<file path="src/rtl/program_streamer.sv">
// program_streamer: loadable 16-entry program buffer that feeds the CPU's
// 12-bit instruction port over a valid/ready handshake.
// Flow: LOAD (host appends words) -> LOADED -> RUN (issue) -> DONE (replayable).
module program_streamer #(
  parameter int          DEPTH   = 16,
  parameter int          AW      = 4,
  parameter int          IW      = 12,
  parameter logic [3:0]  HALT_OP = 4'hF
) (
  input  logic          inclk,
  input  logic          reset,
  input  logic          load_valid,
  input  logic [IW-1:0] load_data,
  input  logic          load_last,
  output logic          load_ready,
  input  logic          start,
  input  logic          clear,
  output logic [IW-1:0] instr,
  output logic          instr_valid,
  input  logic          instr_ready,
  output logic          busy,
  output logic          done,
  output logic [AW:0]   count
);

  typedef enum logic [1:0] {
    S_LOAD   = 2'd0,
    S_LOADED = 2'd1,
    S_RUN    = 2'd2,
    S_DONE   = 2'd3
  } state_t;

  localparam logic [AW:0] L_FULL      = (AW+1)'(DEPTH);
  localparam logic [AW:0] L_LAST_SLOT = (AW+1)'(DEPTH - 1);

  state_t        r_state;
  state_t        w_state_next;

  logic [IW-1:0] r_mem [DEPTH];
  logic [AW-1:0] r_wr_ptr;
  // One bit wider than the address so that "last entry issued" can be
  // detected as rd_ptr==count even when the buffer is completely full.
  logic [AW:0]   r_rd_ptr;
  logic [AW:0]   r_count;
  logic [IW-1:0] r_instr;
  logic          r_instr_valid;
  logic          r_busy;
  logic          r_done;

  logic          w_load_ready;
  logic          w_wr_fire;
  logic          w_hs;
  logic          w_last_issue;
  logic          w_issue_start;
  logic          w_issue_next;
  logic [AW-1:0] w_rd_addr;

  // Output/control decode from current state and inputs; clear blocks every action.
  always_comb begin
    w_load_ready  = (r_state == S_LOAD);
    w_wr_fire     = load_valid & w_load_ready & ~clear;
    w_hs          = r_instr_valid & instr_ready & (r_state == S_RUN) & ~clear;
    w_last_issue  = (r_instr[IW-1 -: 4] == HALT_OP) || (r_rd_ptr == r_count);
    w_issue_start = start & ~clear & ((r_state == S_LOADED) || (r_state == S_DONE));
    w_issue_next  = w_hs & ~w_last_issue;
    w_rd_addr     = w_issue_start ? '0 : r_rd_ptr[AW-1:0];
  end

  // Next-state logic: clear wins over every other transition.
  always_comb begin
    w_state_next = r_state;
    unique case (r_state)
      S_LOAD: begin
        if (w_wr_fire && (load_last || (r_count == L_LAST_SLOT)))
          w_state_next = S_LOADED;
      end
      S_LOADED: begin
        if (w_issue_start) w_state_next = S_RUN;
      end
      S_RUN: begin
        if (w_hs && w_last_issue) w_state_next = S_DONE;
      end
      S_DONE: begin
        if (w_issue_start) w_state_next = S_RUN;
      end
      default: w_state_next = S_LOAD;
    endcase
    if (clear) w_state_next = S_LOAD;
  end

  // State register with registered busy/done status decoded from the next state.
  always_ff @(posedge inclk) begin
    if (!reset) begin
      r_state <= S_LOAD;
      r_busy  <= 1'b0;
      r_done  <= 1'b0;
    end else begin
      r_state <= w_state_next;
      r_busy  <= (w_state_next == S_RUN);
      r_done  <= (w_state_next == S_DONE);
    end
  end

  // Program buffer write port; contents deliberately survive reset and clear.
  always_ff @(posedge inclk) begin
    if (reset && w_wr_fire)
      r_mem[r_wr_ptr] <= load_data;
  end

  // Pointers, count and the registered instruction/valid pair.
  always_ff @(posedge inclk) begin
    if (!reset) begin
      r_wr_ptr      <= '0;
      r_rd_ptr      <= '0;
      r_count       <= '0;
      r_instr       <= '0;
      r_instr_valid <= 1'b0;
    end else if (clear) begin
      // Pending instruction is withdrawn; instr itself keeps its last value.
      r_wr_ptr      <= '0;
      r_rd_ptr      <= '0;
      r_count       <= '0;
      r_instr_valid <= 1'b0;
    end else begin
      if (w_wr_fire) begin
        r_wr_ptr <= r_wr_ptr + 1'b1;
        if (r_count != L_FULL)
          r_count <= r_count + 1'b1;
      end
      if (w_issue_start) begin
        r_instr       <= r_mem[w_rd_addr];
        r_instr_valid <= 1'b1;
        r_rd_ptr      <= (AW+1)'(1);
      end else if (w_issue_next) begin
        r_instr  <= r_mem[w_rd_addr];
        r_rd_ptr <= r_rd_ptr + 1'b1;
      end else if (w_hs) begin
        r_instr_valid <= 1'b0;
      end
    end
  end

  assign load_ready  = w_load_ready;
  assign instr       = r_instr;
  assign instr_valid = r_instr_valid;
  assign busy        = r_busy;
  assign done        = r_done;
  assign count       = r_count;

endmodule

</file>
<file path="config.mk">
export PLATFORM = sky130hd
export DESIGN_NAME = program_streamer
export DESIGN_NICKNAME = d
export VERILOG_FILES = /design/src/rtl/program_streamer.sv
export SDC_FILE = /design/constraint.sdc
export NUM_CORES = 1
export LEC_CHECK = 0
export ABC_AREA = 1
export ABC_CLOCK_PERIOD_IN_PS = 5950
export BUFFER_PORTS_ARGS = -buffer_cell sky130_fd_sc_hd__clkbuf_2
export CAP_MARGIN = 20
export CELL_PAD_IN_SITES_DETAIL_PLACEMENT = 1
export CELL_PAD_IN_SITES_GLOBAL_PLACEMENT = 1
export CORE_UTILIZATION = 52
export DETAILED_ROUTE_END_ITERATION = 12
export PLACE_DENSITY = 0.83
export SLEW_MARGIN = 15
export SYNTH_ARGS = -nofsm -noshare
export SYNTH_HDL_FRONTEND = slang
export SYNTH_SLANG_ARGS = --single-unit
</file>
<file path="constraint.sdc">
create_clock -name inclk -period 5.95 [get_ports inclk]
set_clock_uncertainty 0.1 [all_clocks]
set_input_delay 0.2975 -clock inclk [delete_from_list [all_inputs] [get_ports inclk]]
set_output_delay 0.2975 -clock inclk [all_outputs]
set_load 0.02 [all_outputs]
</file>
# After elaboration in Yosys (flattened, before gate mapping)
# Memories as Yosys holds them, arrays and structs flattened.
# Index checks and enable logic that the tools add are counted.
# Widths: inputs -> output; s select.
[totals]
ramBits = 192
in_bits = 19
word_cells = 64
ff_bits = 31
output_inout_bits = 21
memories = 1
[memory_table]
columns = ["name", "words", "word_bits", "read_ports", "rd_clocked_by_memory_dff", "write_ports", "line", "rtl"]
rows = [
  ["r_mem", 16, 12, 1, 0, 1, "39", "logic [IW-1:0] r_mem [DEPTH];"],
]
[op_classes]
bitwise_logic = 11
n_mux = 15
n_addsub = 3
n_eq_ne = 10
reduce_logical = 15
[op_table]
columns = ["op", "count"]
rows = [
  ["$mux 12", 2],
  ["$add 5x1->5 const B", 2],
  ["$and 1x1->1", 8],
  ["$eq 2x2->1 const B", 4],
  ["$mux 2", 4],
  ["$mux 1", 7],
  ["$pmux 2 s3", 1],
  ["$reduce_and 2->1", 3],
  ["$eq 5x4->1 const B", 1],
  ["$eq 5x5->1", 1],
  ["$ne 5x5->1 const B", 1],
  ["$add 4x1->4 const B", 1],
  ["$eq 4x4->1 const B", 1],
  ["$mux 4", 1],
  ["$reduce_bool 2->1", 2],
  ["$reduce_or 2->1", 2],
  ["$logic_and 1x1->1", 3],
  ["$logic_or 1x1->1", 3],
  ["$not 1->1", 3],
  ["$reduce_or 3->1", 1],
  ["$eq 2x1->1 const B", 1],
  ["$logic_not 2->1", 1],
  ["$ne 2x2->1 const B", 1],
]

# Depth between registers and ports, before layout
[logic_depth]
depth_word = 8
ltp_mapped = 12
ltp_nobuf = 11

# Least setup slack after synthesis
# No wires, ideal clock.
[synth_timing]
path_kind = "input-to-reg"
startpoint = "input port reset"
endpoint = "memory r_mem[0][0] (enable)"
t_arrival_ns = 1.607
slack_ns = 3.863
required_ns = 5.470
path_buffers = 0
setup_ns = 0.380
stages = 6
path_cell_list = "inv_1 -> nor2_1 -> inv_1 -> nor2_1 -> nand2_1 -> nor2_1"
[synth_between]
elab_chain_len = 3
[synth_rtl]
columns = ["item", "line", "rtl"]
rows = [
  ["from (decl)", "11", "input logic reset,"],
  ["$logic_and 1x1->1", "106", "if (reset && w_wr_fire)"],
  ["$mux 1", "106", ""],
  ["$mux 1 (implied by the code)", "107", "r_mem[r_wr_ptr] <= load_data;"],
  ["to (decl)", "39", ""],
]
# Every way passes these cells.

# Worst setup path after layout
[layout_timing]
startpoint = "register r_state[0]"
endpoint = "register r_instr[9], in the netlist instr[9]"
[layout_between]
elab_chain_len = 7
word_cells_on_any_way = 14
classes_between = "3 x eq/ne; 3 x mux; 4 x bitwise; 3 x reduce/logical; 1 x memory"
[layout_rtl]
columns = ["item", "line", "rtl"]
rows = [
  ["from (decl)", "36", "state_t r_state;"],
  ["from (signal assigned)", "98", "r_state <= w_state_next;"],
  ["$eq 2x1->1 or $eq 2x2->1 (tied branches)", "64", "w_issue_start = start & ~clear & ((r_state == S_LOADED) || (r_state == S_DONE));"],
  ["$logic_or 1x1->1", "64", ""],
  ["$and 1x1->1", "64", ""],
  ["$mux 4", "66", "w_rd_addr = w_issue_start ? '0 : r_rd_ptr[AW-1:0];"],
  ["$mem_v2 16x12", "n/a", ""],
  ["$mux 12", "134", "end else if (w_issue_next) begin"],
  ["$mux 12", "130", "if (w_issue_start) begin"],
  ["to (signal assigned)", "131", "r_instr <= r_mem[w_rd_addr];"],
  ["to (signal assigned)", "135", "r_instr <= r_mem[w_rd_addr];"],
  ["to (decl)", "45", "logic [IW-1:0] r_instr;"],
]
# Parallel ways exist; a longest one is shown, timed or not. The select of a mux whose other input is x is not followed.
# A chain may end at the register's enable or synchronous reset.

==> impl_metrics.toml <==
[yosys]
synth_area_leader_cell = "edfxtp_1"
yosys.area.top_type_share = 0.576
netlist_top_cells_area = "edfxtp_1 58%, nand3_1 9.5%, nand2_1 7.1%"
seq_area_frac_synth = 0.638
syn_area_per_cell_sq_um = 9.67
ys_warn_count = 0
synth_cell_types = 26
yosys_register_bits = 223
synth_cells = 1034
syn_nets = 1061
syn_area_sq_mm = 0.0100

[timing]
grt_setup_unrepaired = "no"
clock.fmax_mhz = 352
whs_ps = 60.9
worstMarginPinSlew_ps = 818
setup_tns_ps = 0
fin_crit_sh = 0.478
slew_headroom = 0.455
finalSetupViolations = 0
fin_crit_ps = 2840
slew_violations = 0
hold_violations = 0

[power_and_ir_drop]
power.leakage_nw = 4.69
p_per_area_mw_per_mm2 = 286
irDropWorstVdd_mv = 0.263

[worst_setup_path]
cp.required_ps = 6280
path_common_cell = "nand3_1"
crit_start = "r_state[0]$_SDFF_PN0_"
arrival_ps = 3170
critPathLaunchType = "register"
rr_endpoint = "instr[9]$_SDFFE_PN0P_"
reg2reg_depth = 11
worstSetupPathType = "register to register"
cp_max_fo = 52
critPathMaxStageDelay_ps = 600
crit_path_top_delay_cell = "buf_4"
r2r_start = "r_state[0]$_SDFF_PN0_"
rrSetupSlack_ps = 3110
end_kind = "register"
path_cells = "nand3_2 -> buf_4 -> nand2_4 -> buf_4 -> nor2_1 -> nand2_1 -> nand3_1 -> nand3_1 -> nand3_1 -> nand2_1 -> inv_1"
critical_path.endpoint = "instr[9]$_SDFFE_PN0P_"

[detailed_routing]
drc = 0
finalWirelength_um = 29700
drtIter0Drc = 583
drtAntennaViolNets = 0
wl_per_cell_um = 22.4
avgViaCountPerCell = 5.74
vias = 7607
drt_pass1_iterations = 5

[grt]
grt-ovfl-total = 0
grt_pass1_vias = 8173
antenna_found_initial = 0
grt_max_degree = 72
grt_pass1_wl_um = 45400
grt_util_all_layers = 0.308

[cts]
cts.repair.resized = 0
clkSlewWorstSetupHoldPaths_ps = 60
post_cts_buffers = 0
cts_hold_buf = 0
cts_buffers = 24
htreeDepth = 1
clkLatencyLatePin_ps = 540
cts_tree = "built"
cts_buffer_depth = 3
numClockSinks = 223
cts-root-buf = "clkbuf_16"

[floorplan]
ioPinCount = 40
die_h_um = 141
rows = 50
dieArea_sq_mm = 0.0198
die_x_um = 141
initial_core_util = 0.533
core_area_sq_mm = 0.0188

[layout]
drive_above_1_share = 0.0962
regArea_sq_mm = 0.00639
final_nets = 1101
fillers = 2118
multi_input_area_sq_mm = 0.00267
diodes = 0
area_growth_pct = 11.3

[outcome]
status = "completed"

[job]
cap_violations = 0

[min_path]
hold_class = "input pin to register"

[placed_design]
place.gp.congestion = 0.789
port_buffers = 39
dp.final_hpwl_um = 18100
[metrics by stage]
stage	instance area (sq um)	utilization	cells	setup slack [ps]	total power [W]
after floorplan	10000	-	1034	3860	0.00177
after global placement	10400	0.554	1282	2950	0.00181
after detailed placement	10400	0.554	1282	2780	0.00181
after CTS	11100	0.593	1326	3120	0.00320
after global routing	11100	0.593	1326	2950	0.00326
final	11100	0.593	1326	3110	0.00318
[layout make-up]
type,instances,share of cell area
Sequential cell,223,0.574
Clock inverter,14,0.00899
Clock buffer,30,0.0560
Multi-Input combinational cell,581,0.240
Timing Repair Buffer,62,0.0331
Inverter,182,0.0614
Tap cell,234,0.0263
[worst max-delay path: cells and delay by family, from the launching register on]
| kind | cells | cell delay [ps] |
|---|---|---|
| buf+inv | 3 | 930 |
| flops | 1 | 360 |
| simple gates | 8 | 1270 |
[cell families after synthesis]
family | share of synthesized area
XOR/XNOR | 0.00263
buffers and inverters | 0.0952
adder cells (fa/ha/maj) | 0.0100
flip-flops | 0.638
AO/OA/AOI/OAI | 0.0146
AND/OR/NAND/NOR | 0.239
[power breakdown]
group | internal, W | total, W | switching (W) | leakage, nW
registers | 0.00170 | 0.00171 | 0.00000404 | 1.98
clock network | 0.000785 | 0.00140 | 0.000619 | 0.351
logic | 0.0000159 | 0.0000724 | 0.0000565 | 2.36
total | 0.00250 | 0.00318 | 0.000679 | 4.69
[metal layers]
layer / wire (um) / track usage / vias to the layer above / part of all wire
met5: 0 / 0 / - / 0
met4: 1300 / 0.141 / 0 / 0.044
met3: 1990 / 0.0503 / 88 / 0.067
met2: 14800 / 0.537 / 258 / 0.50
met1: 11600 / 0.375 / 3821 / 0.39
li1: - / - / 3440 / -
[how the worst min path moves through the flow]
stage	start	endpoint	slack, ps	depth (start not counted)
floorplan	load_data[0]	r_mem[0][0]$_DFFE_PP_	300	0
global placement	r_wr_ptr[3]$_SDFFE_PP0P_	r_wr_ptr[3]$_SDFFE_PP0P_	390	1
detailed placement	instr_valid$_SDFFE_PP0P_	instr_valid$_SDFFE_PP0P_	400	2
CTS	load_valid	r_wr_ptr[0]$_SDFFE_PP0P_	50	3
global route	load_valid	r_wr_ptr[0]$_SDFFE_PP0P_	80	3
finish	load_valid	r_wr_ptr[0]$_SDFFE_PP0P_	60	3
[cells in the mapped netlist, drive strengths merged]
library cell / instances
edfxtp: 192
nand2: 192
buf: 38
nand3: 190
nor4: 1
o21ai: 13
xor2: 1
a21boi: 1
a21oi: 14
inv: 182
nor2: 127
xnor2: 2
dfxtp: 31
nor3: 6
nand3b: 24
clkbuf: 10
ha: 8
nand4: 2
[state kept, by name, indices dropped and copies added (netlist names)]
| register | flops |
|---|---|
| busy | 1 |
| r_state | 2 |
| instr | 12 |
| r_wr_ptr | 4 |
| r_rd_ptr | 5 |
| r_mem | 192 |
| count | 5 |
| done | 1 |
| instr_valid | 1 |
[placed cells by master, fill, tap and decap left out, types with 2 or more instances in the layout]
cell       count
o21ai_0        9
nand3_1      189
nand4_1        2
clkbuf_16     24
clkbuf_1       6
inv_2          4
o21ai_1        3
nor2_2         3
clkinv_2       4
nand3b_1      24
clkbuf_2      39
xnor2_1        2
nor2_1       124
buf_4         23
clkinv_1       7
a21oi_1       14
nor3_1         6
inv_1        178
dfxtp_1       30
edfxtp_1     192
ha_1           8
nand2_1      190
Note: power is estimated with default switching activity, not from simulation.
